<file path="src/rtl/uart_pkg.sv">
// Shared types and helpers for the UART transmitter with integrated FIFO.
package uart_pkg;

  typedef enum logic [2:0] {
    IDLE,
    START,
    DATA,
    PARITY,
    STOP
  } tx_state_t;

  localparam logic IDLE_LEVEL  = 1'b1;
  localparam logic START_LEVEL = 1'b0;

  // Even parity over the (zero-extended) character, flipped for odd sense.
  function automatic logic calc_parity(input logic [7:0] data, input logic odd);
    return (^data) ^ odd;
  endfunction

endpackage

</file>
<file path="src/rtl/sync_fifo.sv">
// Single-clock FIFO: wrapping pointers plus a full bit, registered full/empty flags.
module sync_fifo #(
  parameter  int WIDTH = 8,
  parameter  int DEPTH = 16,
  localparam int LVL_W = $clog2(DEPTH + 1)
) (
  input  logic             clk,
  input  logic             rst,
  input  logic             wr_en,
  input  logic [WIDTH-1:0] wr_data,
  input  logic             rd_en,
  output logic [WIDTH-1:0] rd_data,
  output logic [LVL_W-1:0] level,
  output logic             n_full,
  output logic             n_empty
);

  localparam int AW = $clog2(DEPTH);

  logic [WIDTH-1:0] mem [DEPTH];
  logic [AW-1:0]    ptr_wr;
  logic [AW-1:0]    ptr_rd;
  logic             full_q;
  logic             empty_q;
  logic             push;
  logic             pop;
  logic [LVL_W-1:0] level_nxt;

  // A write while full is refused even if a pop happens on the same edge.
  assign push    = wr_en && !full_q;
  assign pop     = rd_en && !empty_q;
  assign level   = {full_q, AW'(ptr_wr - ptr_rd)};
  assign rd_data = mem[ptr_rd];
  assign n_full  = !full_q;
  assign n_empty = !empty_q;

  // NOTE: every variable written in always_comb gets a default first, so no latch is inferred.
  always_comb begin
    level_nxt = level;
    if (push && !pop)
      level_nxt = level + LVL_W'(1);
    else if (pop && !push)
      level_nxt = level - LVL_W'(1);
  end

  // NOTE: sequential state uses non-blocking assignments only.
  always_ff @(posedge clk or posedge rst) begin
    if (rst) begin
      ptr_wr  <= '0;
      ptr_rd  <= '0;
      full_q  <= 1'b0;
      empty_q <= 1'b1;
    end else begin
      if (push)
        ptr_wr <= ptr_wr + AW'(1);
      if (pop)
        ptr_rd <= ptr_rd + AW'(1);
      full_q  <= (level_nxt == LVL_W'(DEPTH));
      empty_q <= (level_nxt == '0);
    end
  end

  // NOTE: storage is deliberately not reset; the pointers alone define validity.
  always_ff @(posedge clk) begin
    if (push)
      mem[ptr_wr] <= wr_data;
  end

endmodule

</file>
<file path="src/rtl/uart_tx_fifo.sv">
// UART transmitter fed by an internal FIFO; optional parity bit via UART_PARITY_EN.
// tx is registered one clock behind the FSM state, so a frame starts two clocks after its write.
module uart_tx_fifo
  import uart_pkg::*;
#(
  parameter  int DATA_BITS  = 8,
  parameter  int FIFO_DEPTH = 16,
  parameter  int CDIV       = 434,
  parameter  int STOP_BITS  = 1,
  localparam int LVL_W      = $clog2(FIFO_DEPTH + 1)
) (
  input  logic                 clk,
  input  logic                 rst,
  input  logic [DATA_BITS-1:0] port,
  input  logic                 n_wr,
  output logic                 n_full,
  output logic                 n_empty,
  output logic [LVL_W-1:0]     level,
  output logic                 ovf,
  input  logic                 ovf_clr,
  input  logic                 parity_odd,
  output logic                 busy,
  output logic                 tx
);

  localparam int CNT_W = $clog2(CDIV);

  tx_state_t            state;
  logic [CNT_W-1:0]     cnt;
  logic [2:0]           bit_idx;
  logic [DATA_BITS-1:0] shift;
  logic [DATA_BITS-1:0] head;
  logic                 last_stop;
  logic                 pop;
  logic                 ovf_set;

  sync_fifo #(
    .WIDTH (DATA_BITS),
    .DEPTH (FIFO_DEPTH)
  ) u_fifo (
    .clk     (clk),
    .rst     (rst),
    .wr_en   (!n_wr),
    .wr_data (port),
    .rd_en   (pop),
    .rd_data (head),
    .level   (level),
    .n_full  (n_full),
    .n_empty (n_empty)
  );

  // Popping in the final stop cycle chains frames with no idle clock between them.
  assign last_stop = (state == STOP) && (cnt == '0) && (bit_idx == 3'(STOP_BITS - 1));
  assign pop       = n_empty && ((state == IDLE) || last_stop);
  assign ovf_set   = !n_wr && !n_full;

  always_ff @(posedge clk or posedge rst) begin
    if (rst)
      ovf <= 1'b0;
    else if (ovf_set)
      ovf <= 1'b1;
    else if (ovf_clr)
      ovf <= 1'b0;
  end

`ifdef UART_PARITY_EN
  logic par;

  always_ff @(posedge clk or posedge rst) begin
    if (rst)
      par <= 1'b0;
    else if (pop)
      par <= calc_parity(8'(head), parity_odd);
  end
`else
  logic unused_parity_odd;
  assign unused_parity_odd = parity_odd;
`endif

  always_ff @(posedge clk or posedge rst) begin
    if (rst) begin
      state   <= IDLE;
      cnt     <= '0;
      bit_idx <= '0;
      shift   <= '0;
      busy    <= 1'b0;
      tx      <= IDLE_LEVEL;
    end else begin
      case (state)
        IDLE: begin
          tx <= IDLE_LEVEL;
          if (pop) begin
            shift <= head;
            cnt   <= CNT_W'(CDIV - 1);
            busy  <= 1'b1;
            state <= START;
          end
        end

        START: begin
          tx <= START_LEVEL;
          if (cnt == '0) begin
            cnt     <= CNT_W'(CDIV - 1);
            bit_idx <= '0;
            state   <= DATA;
          end else begin
            cnt <= cnt - CNT_W'(1);
          end
        end

        DATA: begin
          tx <= shift[0];
          if (cnt == '0) begin
            cnt   <= CNT_W'(CDIV - 1);
            shift <= shift >> 1;
            if (bit_idx == 3'(DATA_BITS - 1)) begin
              bit_idx <= '0;
`ifdef UART_PARITY_EN
              state   <= PARITY;
`else
              state   <= STOP;
`endif
            end else begin
              bit_idx <= bit_idx + 3'd1;
            end
          end else begin
            cnt <= cnt - CNT_W'(1);
          end
        end

`ifdef UART_PARITY_EN
        PARITY: begin
          tx <= par;
          if (cnt == '0) begin
            cnt     <= CNT_W'(CDIV - 1);
            bit_idx <= '0;
            state   <= STOP;
          end else begin
            cnt <= cnt - CNT_W'(1);
          end
        end
`endif

        STOP: begin
          tx <= IDLE_LEVEL;
          if (cnt == '0) begin
            cnt <= CNT_W'(CDIV - 1);
            if (bit_idx == 3'(STOP_BITS - 1)) begin
              bit_idx <= '0;
              if (pop) begin
                shift <= head;
                state <= START;
              end else begin
                busy  <= 1'b0;
                state <= IDLE;
              end
            end else begin
              bit_idx <= bit_idx + 3'd1;
            end
          end else begin
            cnt <= cnt - CNT_W'(1);
          end
        end

        default: begin
          tx    <= IDLE_LEVEL;
          busy  <= 1'b0;
          state <= IDLE;
        end
      endcase
    end
  end

endmodule

</file>
<file path="config.mk">
export PLATFORM = sky130hd
export DESIGN_NAME = uart_tx_fifo
export DESIGN_NICKNAME = d
export VERILOG_FILES = /design/src/rtl/uart_pkg.sv /design/src/rtl/sync_fifo.sv /design/src/rtl/uart_tx_fifo.sv
export SDC_FILE = /design/constraint.sdc
export NUM_CORES = 1
export LEC_CHECK = 0
export CAP_MARGIN = 0
export CELL_PAD_IN_SITES_DETAIL_PLACEMENT = 0
export CELL_PAD_IN_SITES_GLOBAL_PLACEMENT = 2
export CORE_MARGIN = 3
export CORE_UTILIZATION = 46
export CTS_CLUSTER_DIAMETER = 120
export DETAILED_ROUTE_END_ITERATION = 8
export DONT_BUFFER_PORTS = 1
export GPL_ROUTABILITY_DRIVEN = 0
export GPL_TIMING_DRIVEN = 0
export PLACE_DENSITY = 0.8
export SYNTH_ARGS = -nofsm -noshare
export SYNTH_HDL_FRONTEND = slang
export SYNTH_SLANG_ARGS = --single-unit
</file>
<file path="constraint.sdc">
create_clock -name clk -period 3.11 [get_ports clk]
set_clock_uncertainty 0.05 [all_clocks]
set_input_delay 0.311 -clock clk [delete_from_list [all_inputs] [get_ports clk]]
set_output_delay 0.311 -clock clk [all_outputs]
set_load 0.01 [all_outputs]
</file>
# After elaboration in Yosys (flattened, before gate mapping)
# Memory sizes are Yosys's and may differ from the RTL's.
# Index checks and enable logic that the tools add are counted.
# op_classes
n_addsub	7
eq_ne	12
mux	34
bitwise	1
n_reduce_logical	29
# ops
operator	count
3-bit two-way mux	11
8-bit two-way mux	4
8-bit one-hot mux with 3 select lines	1
9-bit two-way mux	2
9-bit one-hot mux with 2 select lines	1
3-bit one-hot mux with 4 select lines	1
5-bit two-way mux	2
9-bit zero test	1
1-bit two-way mux	9
3-bit one-hot mux with 3 select lines	1
9-bit by 1-bit subtractor with 9-bit output (second input constant)	1
4-bit by 1-bit adder with 4-bit output (second input constant)	2
1-bit logical AND	8
2-bit != test (second input constant)	4
4-bit AND reduction	2
3-bit equality test (second input constant)	2
3-bit zero test	2
2-bit by 1-bit != test with 1-bit output (second input constant)	3
6-bit AND reduction	1
3-bit nonzero test	2
5-bit by 1-bit adder with 5-bit output (second input constant)	1
5-bit equality test (second input constant)	1
1-bit zero test	5
5-bit zero test	1
14 further kinds	15
# word_totals
regBits	36
ram_bits	128
input_bits	13
wordCells	95
memories	1
# mem_list
name	words	word_bits	rd	rd_ports_with_merged_regs	wr	line_no	text
u_fifo.mem	16	8	1	0	1	sync_fifo.sv:20	logic [WIDTH-1:0] mem [DEPTH];

# Longest topological paths before layout
# Gate-level depths: netlist (run 1).
# depth
word_depth	10
ltp_mapped	12

# Cells and area by module
# From an unflattened synthesis (run 1), not the netlist that was laid out.
# hier_totals
hier_cells	478
area_unflattened_um2	7350.8
# modules_own_cells
module	instances	cells_per_inst	area_per_inst_um2
sync_fifo	1	317	5804.3
uart_tx_fifo	1	161	1546.5

# Worst setup path before layout (run 1)
# Ideal clock, no wire load.
# synth_timing
path_kind	reg2reg
start	register u_fifo.ptr_rd[1]
end	register u_fifo.empty_q
setup_time_ps	78
t_arrival_ps	2674
t_required_ps	2982
setup_slack_ps	308
stages_incl_launch_ff	11
n_path_buf	1
period_less_slack_ps	2802
cell_sequence	dfrtp_1 > clkbuf_1 > inv_1 > fa_1 > inv_1 > ha_1 > or2_2 > a21boi_0 > o221ai_1 > a22oi_1 > and3b_1
# synth_between
elab_chain_cells	5
elab_cells_between_ends	6
# synth_rtl
element	line_no	text
from (decl)	sync_fifo.sv:22	logic [AW-1:0] ptr_rd;
from (signal assigned)	sync_fifo.sv:57	ptr_rd <= ptr_rd + AW'(1);
4-bit subtractor *	sync_fifo.sv:32	assign level = {full_q, AW'(ptr_wr - ptr_rd)};
via level[1]	uart_tx_fifo.sv:18	output logic [LVL_W-1:0] level,
5-bit by 1-bit subtractor with 5-bit output	sync_fifo.sv:43	level_nxt = level - LVL_W'(1);
5-bit two-way mux	sync_fifo.sv:42	else if (pop && !push)
5-bit two-way mux *	sync_fifo.sv:40	if (push && !pop)
5-bit zero test *	sync_fifo.sv:59	empty_q <= (level_nxt == '0);
to (signal assigned)	sync_fifo.sv:59	
to (decl)	sync_fifo.sv:24	logic empty_q;
# Mark *: on every way through the listed nets, which the timed path passes. The rest lies on a longest branch.
# A chain may end at the register's enable or synchronous reset.

# Worst setup path after layout (run 1)
# layout_timing
start	register u_fifo.ptr_wr[0]
end	register u_fifo.empty_q
# layout_between
elab_chain_cells	5
elab_cells_between_ends	6
# layout_rtl
element	line_no	text
from (decl)	sync_fifo.sv:21	logic [AW-1:0] ptr_wr;
from (signal assigned)	sync_fifo.sv:55	ptr_wr <= ptr_wr + AW'(1);
4-bit subtractor *	sync_fifo.sv:32	
via level[1]	uart_tx_fifo.sv:18	
5-bit by 1-bit subtractor with 5-bit output	sync_fifo.sv:43	
5-bit two-way mux	sync_fifo.sv:42	
5-bit two-way mux *	sync_fifo.sv:40	
5-bit zero test *	sync_fifo.sv:59	
# Marked as above.

==> results.py, run 1 <==
metrics = {
    "run_status": {
        "outcome": "complete, no violations",
    },
    "placement": {
        "dpl_cell_area_um2": 7460,
        "io_buffer_count": 0,
        "dp_cells": 703,
        "dpl.hpwl_mm": 10.1,
    },
    "global_routing": {
        "grt_max_degree": 37,
        "grt_pass1_vias": 4099,
        "gr-usage-all-layers": 0.184,
        "grt_pass1_wl_mm": 23.1,
        "antenna_found_initial": 0,
        "overflow": 0,
    },
    "floorplanning": {
        "rows": 45,
        "core_um2": 15300,
        "floorplan.initialDensity": 0.472,
        "fp.dieH_um": 131,
        "die-area_um2": 17200,
        "die_x_um": 131,
        "io_pins": 23,
    },
    "yosys": {
        "synth_edf_count": 128,
        "syn_inst": 492,
        "synth.distinct_cells": 56,
        "yosys_warnings": 0,
        "ys_seq_area_frac": 0.660,
        "yosysTopAreaCell": "edfxtp_1",
        "netlist.area_leader.share": 0.534,
        "synth_most_common_cell": "edfxtp_1",
        "synth_ff_type": "edfxtp_1",
        "avgSynthCellArea_um2": 14.6,
        "ys_top_cells_by_count": "128 x edfxtp_1, 46 x nor2_1, 35 x nand2_1",
        "async_flop_share": 0.220,
        "ys_ff_latch": 164,
        "syn-num-nets": 521,
        "synth_area_leaders": "edfxtp_1 53%, dfrtp_1 12%, mux4_2 7.8%",
        "syn_area_um2": 7190,
    },
    "clock_tree": {
        "cts_tree": "done",
        "clock_sinks": 164,
        "clk_latency_ns": 0.42,
        "htreeDepth": 4,
        "clkTransAtPathRegs_ns": 0.07,
        "cts_made_buffers": 17,
        "cts_buffer_depth": 2,
        "root_buffer": "clkbuf_16",
    },
    "critical_path": {
        "crit_required_ns": 3.42,
        "cp_slowest_cell": "fa_2",
        "slowest_delay_ns": 0.66,
        "crit_arrival_ns": 3.20,
        "crit_path_end_kind": "register",
        "startpoint_type": "register",
        "worstPathCellList": "inv_2, ha_2, inv_1, fa_2, inv_1, ha_1, or2_2, a21boi_1, o221ai_1, a22oi_1, and3b_1",
        "critPathKind": "reg -> reg",
        "crit_top_cell": "inv_1",
        "path_max_fanout": 5,
    },
    "final_layout": {
        "finalNetCount": 553,
        "diodes": 0,
        "drive_gt1_frac": 0.169,
        "post-route-util": 0.539,
        "nFillCells": 1240,
        "final_cells": 748,
        "seq_area_um2": 4750,
        "area.growth.synth_to_final_pct": 14.3,
        "postLayoutCellArea_um2": 8220,
        "multi_input_area_um2": 2300,
    },
    "routing": {
        "drt_iter0_markers": 294,
        "wl_per_cell_um": 19.9,
        "drt-pass1-iter-count": 5,
        "post-route-drc-count": 0,
        "ant_nets": 0,
        "vias_per_cell": 5.51,
        "vias": 4124,
        "drt-total-wl_mm": 14.8,
    },
    "worst_hold_path": {
        "min_path_type": "in -> reg",
    },
    "sta": {
        "min_period_ns": 2.89,
        "slew_violations": 0,
        "hold_viol": 0,
        "rsz0062_at_grt": "false",
        "final.period_utilization": 0.931,
        "finalSetupViolCount": 0,
        "hold_slack_ns": 0.164,
        "max-slew-margin-rel": 0.349,
        "worst_slew_pin_slew_ns": 0.973,
        "max_freq_mhz": 346,
    },
    "flow_run": {
        "maxCapViolCount": 0,
    },
    "power_and_ir_drop": {
        "peakVddDrop_v": 0.000506,
        "power_density_nw_per_um2": 711,
        "p_leak_nw": 2.97,
        "power_mw": 5.85,
    },
}
[kinds of logic after synthesis]
kind of cell | after synthesis | synth area share
and+or+nand+nor | 129 | 0.0864
muxes | 46 | 0.109
xor gates and xnor gates | 11 | 0.0134
DFF | 164 | 0.660
buffers and inverters | 40 | 0.0237
AOI/OAI and AO/OA | 86 | 0.0793
adders and majority gates | 16 | 0.0289
[worst max-delay path: cells and delay by family (launching register included)]
family          cells  cell delay, ns
buf+inv             3            0.22
flops               1            0.40
fa+ha+maj           3            1.08
compound gates      3            0.59
simple gates        2            0.49
[where the power goes]
group / internal (mW) / switching, mW / leakage [nW]
sequential: 2.58 / 0.0668 / 1.59
combinational: 0.381 / 0.633 / 1.08
clock: 1.29 / 0.897 / 0.296
total: 4.25 / 1.60 / 2.97
[registers in the layout, summed over array words and instances, names as in the netlist, 3 cells and up]
name / count
state: 3
cnt: 9
bit_idx: 3
u_fifo.ptr_rd: 4
u_fifo.mem: 128
u_fifo.ptr_wr: 4
shift: 8
[through the flow]
stage | setup slack, ns | setup TNS, ns
2_1_floorplan | 0.308 | 0
3_3_place_gp | -0.149 | -0.222
3_5_place_dp | -0.225 | -0.380
4_1_cts | 0.0515 | 0
5_1_grt | 0.0501 | 0
6_report | 0.216 | 0
[worst paths after layout]
check,start,endpoint,slack (ns),cells past startpoint
worst max register to register,u_fifo.ptr_wr[0],u_fifo.empty_q,0.22,11
worst min register to register,cnt[8],cnt[8],0.44,1
min in group asynchronous,rst,u_fifo.ptr_wr[1],0.45,2
worst max-delay path,u_fifo.ptr_wr[0],u_fifo.empty_q,0.22,11
max in group asynchronous,rst,u_fifo.ptr_rd[1],1.98,2
worst min-delay path,n_wr,u_fifo.ptr_wr[0],0.16,2
[cells in the final DEF (no fill, tap or decap), drive strengths merged, types with 3 or more instances in the layout]
cell type	Yosys	routed
a21oi	20	20
a221oi	7	7
a22o	5	5
a22oi	6	6
a31oi	3	3
buf	10	12
bufinv	0	3
clkbuf	10	28
dfrtp	34	34
dlygate4sd3	0	11
edfxtp	128	128
ha	15	15
inv	20	28
mux2	6	6
mux2i	15	15
mux4	25	25
nand2	36	36
nand2b	5	5
nand3	9	9
nor2	46	46
nor2b	7	7
nor3	9	9
nor4	3	3
o21ai	26	26
o22ai	3	3
or3	3	3
xnor2	9	9
[final cells by class]
type,count,area share
flip-flops and latches,164,0.577
repair buffers,14,0.0161
multi-input cells,288,0.279
inverters,20,0.00913
plain buffers,19,0.0111
clock buffers,18,0.0522
well taps,211,0.0321
clock inverters,14,0.0227
[metal layers]
layer	GRT usage	wire, µm	vias up	part of all wire
met5	0	0	-	0
met4	0.0653	291	0	0.020
met3	0.0397	461	21	0.031
met2	0.295	7450	74	0.50
met1	0.251	6640	2084	0.45
li1	-	-	1945	-
[repair_timing]
item,CTS,global route
buffers inserted,0,2
pin swaps,0,2
endpoints found under the setup margin,2,2
resized for setup,2,3
hold buffers,11,0
hold endpoints to repair,163,0
Power figures use the tool's default switching activity.
==> run 2, diff against run 1 <==
--- a/config.mk
+++ b/config.mk
@@ -5,17 +5,18 @@
 export SDC_FILE = /design/constraint.sdc
 export NUM_CORES = 1
 export LEC_CHECK = 0
+export ABC_AREA = 1
 export CAP_MARGIN = 0
 export CELL_PAD_IN_SITES_DETAIL_PLACEMENT = 0
 export CELL_PAD_IN_SITES_GLOBAL_PLACEMENT = 2
 export CORE_MARGIN = 3
-export CORE_UTILIZATION = 46
+export CORE_UTILIZATION = 43
 export CTS_CLUSTER_DIAMETER = 120
 export DETAILED_ROUTE_END_ITERATION = 8
 export DONT_BUFFER_PORTS = 1
 export GPL_ROUTABILITY_DRIVEN = 0
 export GPL_TIMING_DRIVEN = 0
-export PLACE_DENSITY = 0.8
+export PLACE_DENSITY = 0.81
 export SYNTH_ARGS = -nofsm -noshare
 export SYNTH_HDL_FRONTEND = slang
 export SYNTH_SLANG_ARGS = --single-unit
==> results.py, run 2 <==
metrics = {
    "run_status": {
        "outcome": "complete, no violations",
    },
    "worst_hold_path": {
        "hold_depth": 3,
        "min_path_type": "in -> reg",
    },
    "final_layout": {
        "final_cells": 931,
        "postLayoutCellArea_um2": 8330,
        "nFillCells": 1484,
        "largestRegisters": "u_fifo.mem x128, cnt x9, shift x8",
        "finalNetCount": 727,
        "diodes": 0,
        "regMostFlops": "u_fifo.mem",
        "largest_register_ffs": 128,
        "final_cell_mix": "128 x edfxtp_1, 123 x nand2_1, 94 x nor2_1",
        "drive_gt1_frac": 0.108,
        "area.growth.synth_to_final_pct": 13.8,
        "final_common_cell": "edfxtp_1",
        "post-route-util": 0.501,
    },
    "yosys": {
        "synth.distinct_cells": 40,
        "synth_edf_count": 128,
        "syn_inst": 669,
        "ys_seq_area_frac": 0.648,
        "syn-num-nets": 698,
        "synth_ff_type": "edfxtp_1",
        "async_flop_share": 0.220,
        "syn_area_um2": 7320,
        "ys_ff_latch": 164,
        "ys_top_cells_by_count": "128 x edfxtp_1, 123 x nand2_1, 94 x nor2_1",
        "synth_area_leaders": "edfxtp_1 52%, dfrtp_1 12%, nand2_1 6.3%",
        "yosys_warnings": 0,
        "netlist.area_leader.share": 0.525,
        "yosysTopAreaCell": "edfxtp_1",
        "synth_most_common_cell": "edfxtp_1",
        "avgSynthCellArea_um2": 10.9,
    },
    "placement": {
        "dpl.hpwl_mm": 11.8,
        "io_buffer_count": 0,
        "dp_cells": 889,
        "dpl_cell_area_um2": 7600,
    },
    "routing": {
        "vias_per_cell": 5.28,
        "drt_iter0_markers": 369,
        "wl_per_cell_um": 18.7,
        "ant_nets": 0,
        "m1WireLength_mm": 7.86,
        "vias": 4917,
        "post-route-drc-count": 0,
        "route.met2.wl_mm": 8.44,
        "maxUsedRoutingLayer": "met4",
        "drt-pass1-iter-count": 5,
        "wl_met3_um": 811,
        "drt-total-wl_mm": 17.5,
    },
    "global_routing": {
        "grt_max_degree": 37,
        "antenna_found_initial": 0,
        "gr-usage-all-layers": 0.200,
        "grt_pass1_wl_mm": 27.3,
        "grt_pass1_vias": 4779,
        "overflow": 0,
    },
    "sta": {
        "max-slew-margin-rel": 0.361,
        "finalSetupViolCount": 0,
        "hold_viol": 0,
        "slew_violations": 0,
        "worst_slew_pin_slew_ns": 0.955,
        "final.period_utilization": 0.929,
        "rsz0062_at_grt": "false",
        "setup_tns_ns": 0,
        "min_period_ns": 2.89,
        "max_freq_mhz": 346,
    },
    "floorplanning": {
        "die_x_um": 137,
        "floorplan.initialDensity": 0.440,
        "die-area_um2": 18600,
        "rows": 47,
        "io_pins": 23,
        "core_um2": 16600,
        "fp.dieH_um": 137,
    },
    "critical_path": {
        "crit_arrival_ns": 2.53,
        "reg2reg_depth": 9,
        "path_max_fanout": 10,
        "startpoint_type": "register",
        "crit_required_ns": 2.75,
        "critPathKind": "reg -> out",
        "crit_path_end_kind": "output port",
    },
    "power_and_ir_drop": {
        "p_int_mw": 4.22,
        "p_seq_frac": 0.465,
        "power_switching_share": 0.259,
        "comb_power_share": 0.143,
        "power_density_nw_per_um2": 683,
        "p_leak_nw": 3.19,
        "peakVddDrop_v": 0.000415,
        "clockPowerShare": 0.392,
        "power_switching_mw": 1.47,
    },
    "clock_tree": {
        "clkTransAtPathRegs_ns": 0.07,
        "htreeDepth": 4,
        "clk_latency_ns": 0.42,
        "post-cts-setup-buffers": 0,
        "cts_buffer_depth": 2,
        "cts_made_buffers": 17,
        "root_buffer": "clkbuf_16",
        "cts_tree": "done",
        "clock_sinks": 164,
    },
    "flow_run": {
        "maxCapViolCount": 0,
    },
}
[run 2: timing repair]
| action | in CTS | in global routing |
|---|---|---|
| hold buffers | 11 | 0 |
| gates resized for setup | 0 | 1 |
| gates cloned | 0 | 0 |
| hold endpoints to repair | 163 | 0 |
| setup endpoints to repair | 2 | 1 |
[run 2: final cells by class]
class | instances | area (µm²) | area share
repair buffers | 11 | 110 | 0.0132
plain buffers | 25 | 138 | 0.0165
multi-input cells | 425 | 2230 | 0.268
inverters | 54 | 206 | 0.0248
clock buffers | 20 | 437 | 0.0524
clock inverters | 12 | 185 | 0.0222
flip-flops and latches | 164 | 4750 | 0.570
well taps | 220 | 275 | 0.0330
[run 2: critical path, cell delays in order (launching register included)]
cell and delay (ns):
dfrtp_1 0.32, buf_4 0.20, clkinvlp_4 0.25, buf_2 0.30, ha_1 0.37, a21oi_1 0.22
nand2_1 0.10, nand2_1 0.10, nand2_2 0.11, inv_1 0.12
[run 2: metal layers]
| layer | GRT usage | vias up |
|---|---|---|
| li1 | - | 2386 |
| met1 | 0.270 | 2393 |
| met2 | 0.321 | 112 |
| met3 | 0.0412 | 26 |
| met4 | 0.0689 | 0 |
| met5 | 0 | - |
[run 2: cells by family (layout without fill, tap and decap cells)]
| kind of cell | Yosys count | after routing | share of synthesized area |
|---|---|---|---|
| mux | 1 | 1 | 0.00137 |
| compound gates | 103 | 103 | 0.0858 |
| fa+ha+maj | 16 | 16 | 0.0284 |
| buf+inv | 80 | 122 | 0.0470 |
| flops | 164 | 164 | 0.648 |
| xor+xnor | 7 | 7 | 0.00837 |
| simple gates | 298 | 298 | 0.181 |
[run 2: power by group through the flow]
stage / Clock (mW) / Combinational [mW] / Sequential [mW]
floorplan: 0 / 0.591 / 2.67
global placement: 0 / 0.769 / 2.69
detailed placement: 0 / 0.781 / 2.69
CTS: 2.26 / 0.820 / 2.65
global route: 2.35 / 0.918 / 2.66
finish: 2.23 / 0.812 / 2.65
[run 2: final timing paths]
kind / from / slack [ns] / to
worst max-delay path: u_fifo.ptr_rd[2] / 0.22 / level[3]
worst min-delay path: n_wr / 0.09 / u_fifo.ptr_wr[1]
worst max register to register: u_fifo.ptr_rd[1] / 0.24 / u_fifo.full_q
worst min register to register: shift[0] / 0.43 / tx
max in group asynchronous: rst / 2.06 / state[1]
min in group asynchronous: rst / 0.43 / cnt[6]
[run 2: per-stage QoR]
stage	hold WS (ns)	total power, mW	worst slack [ns]
6_report	0.0942	5.69	0.220
2_1_floorplan	0.360	3.26	0.655
3_3_place_gp	0.361	3.46	0.0121
5_1_grt	0.0916	5.93	0.0245
3_5_place_dp	0.350	3.47	-0.0447
4_1_cts	0.0767	5.72	0.0584
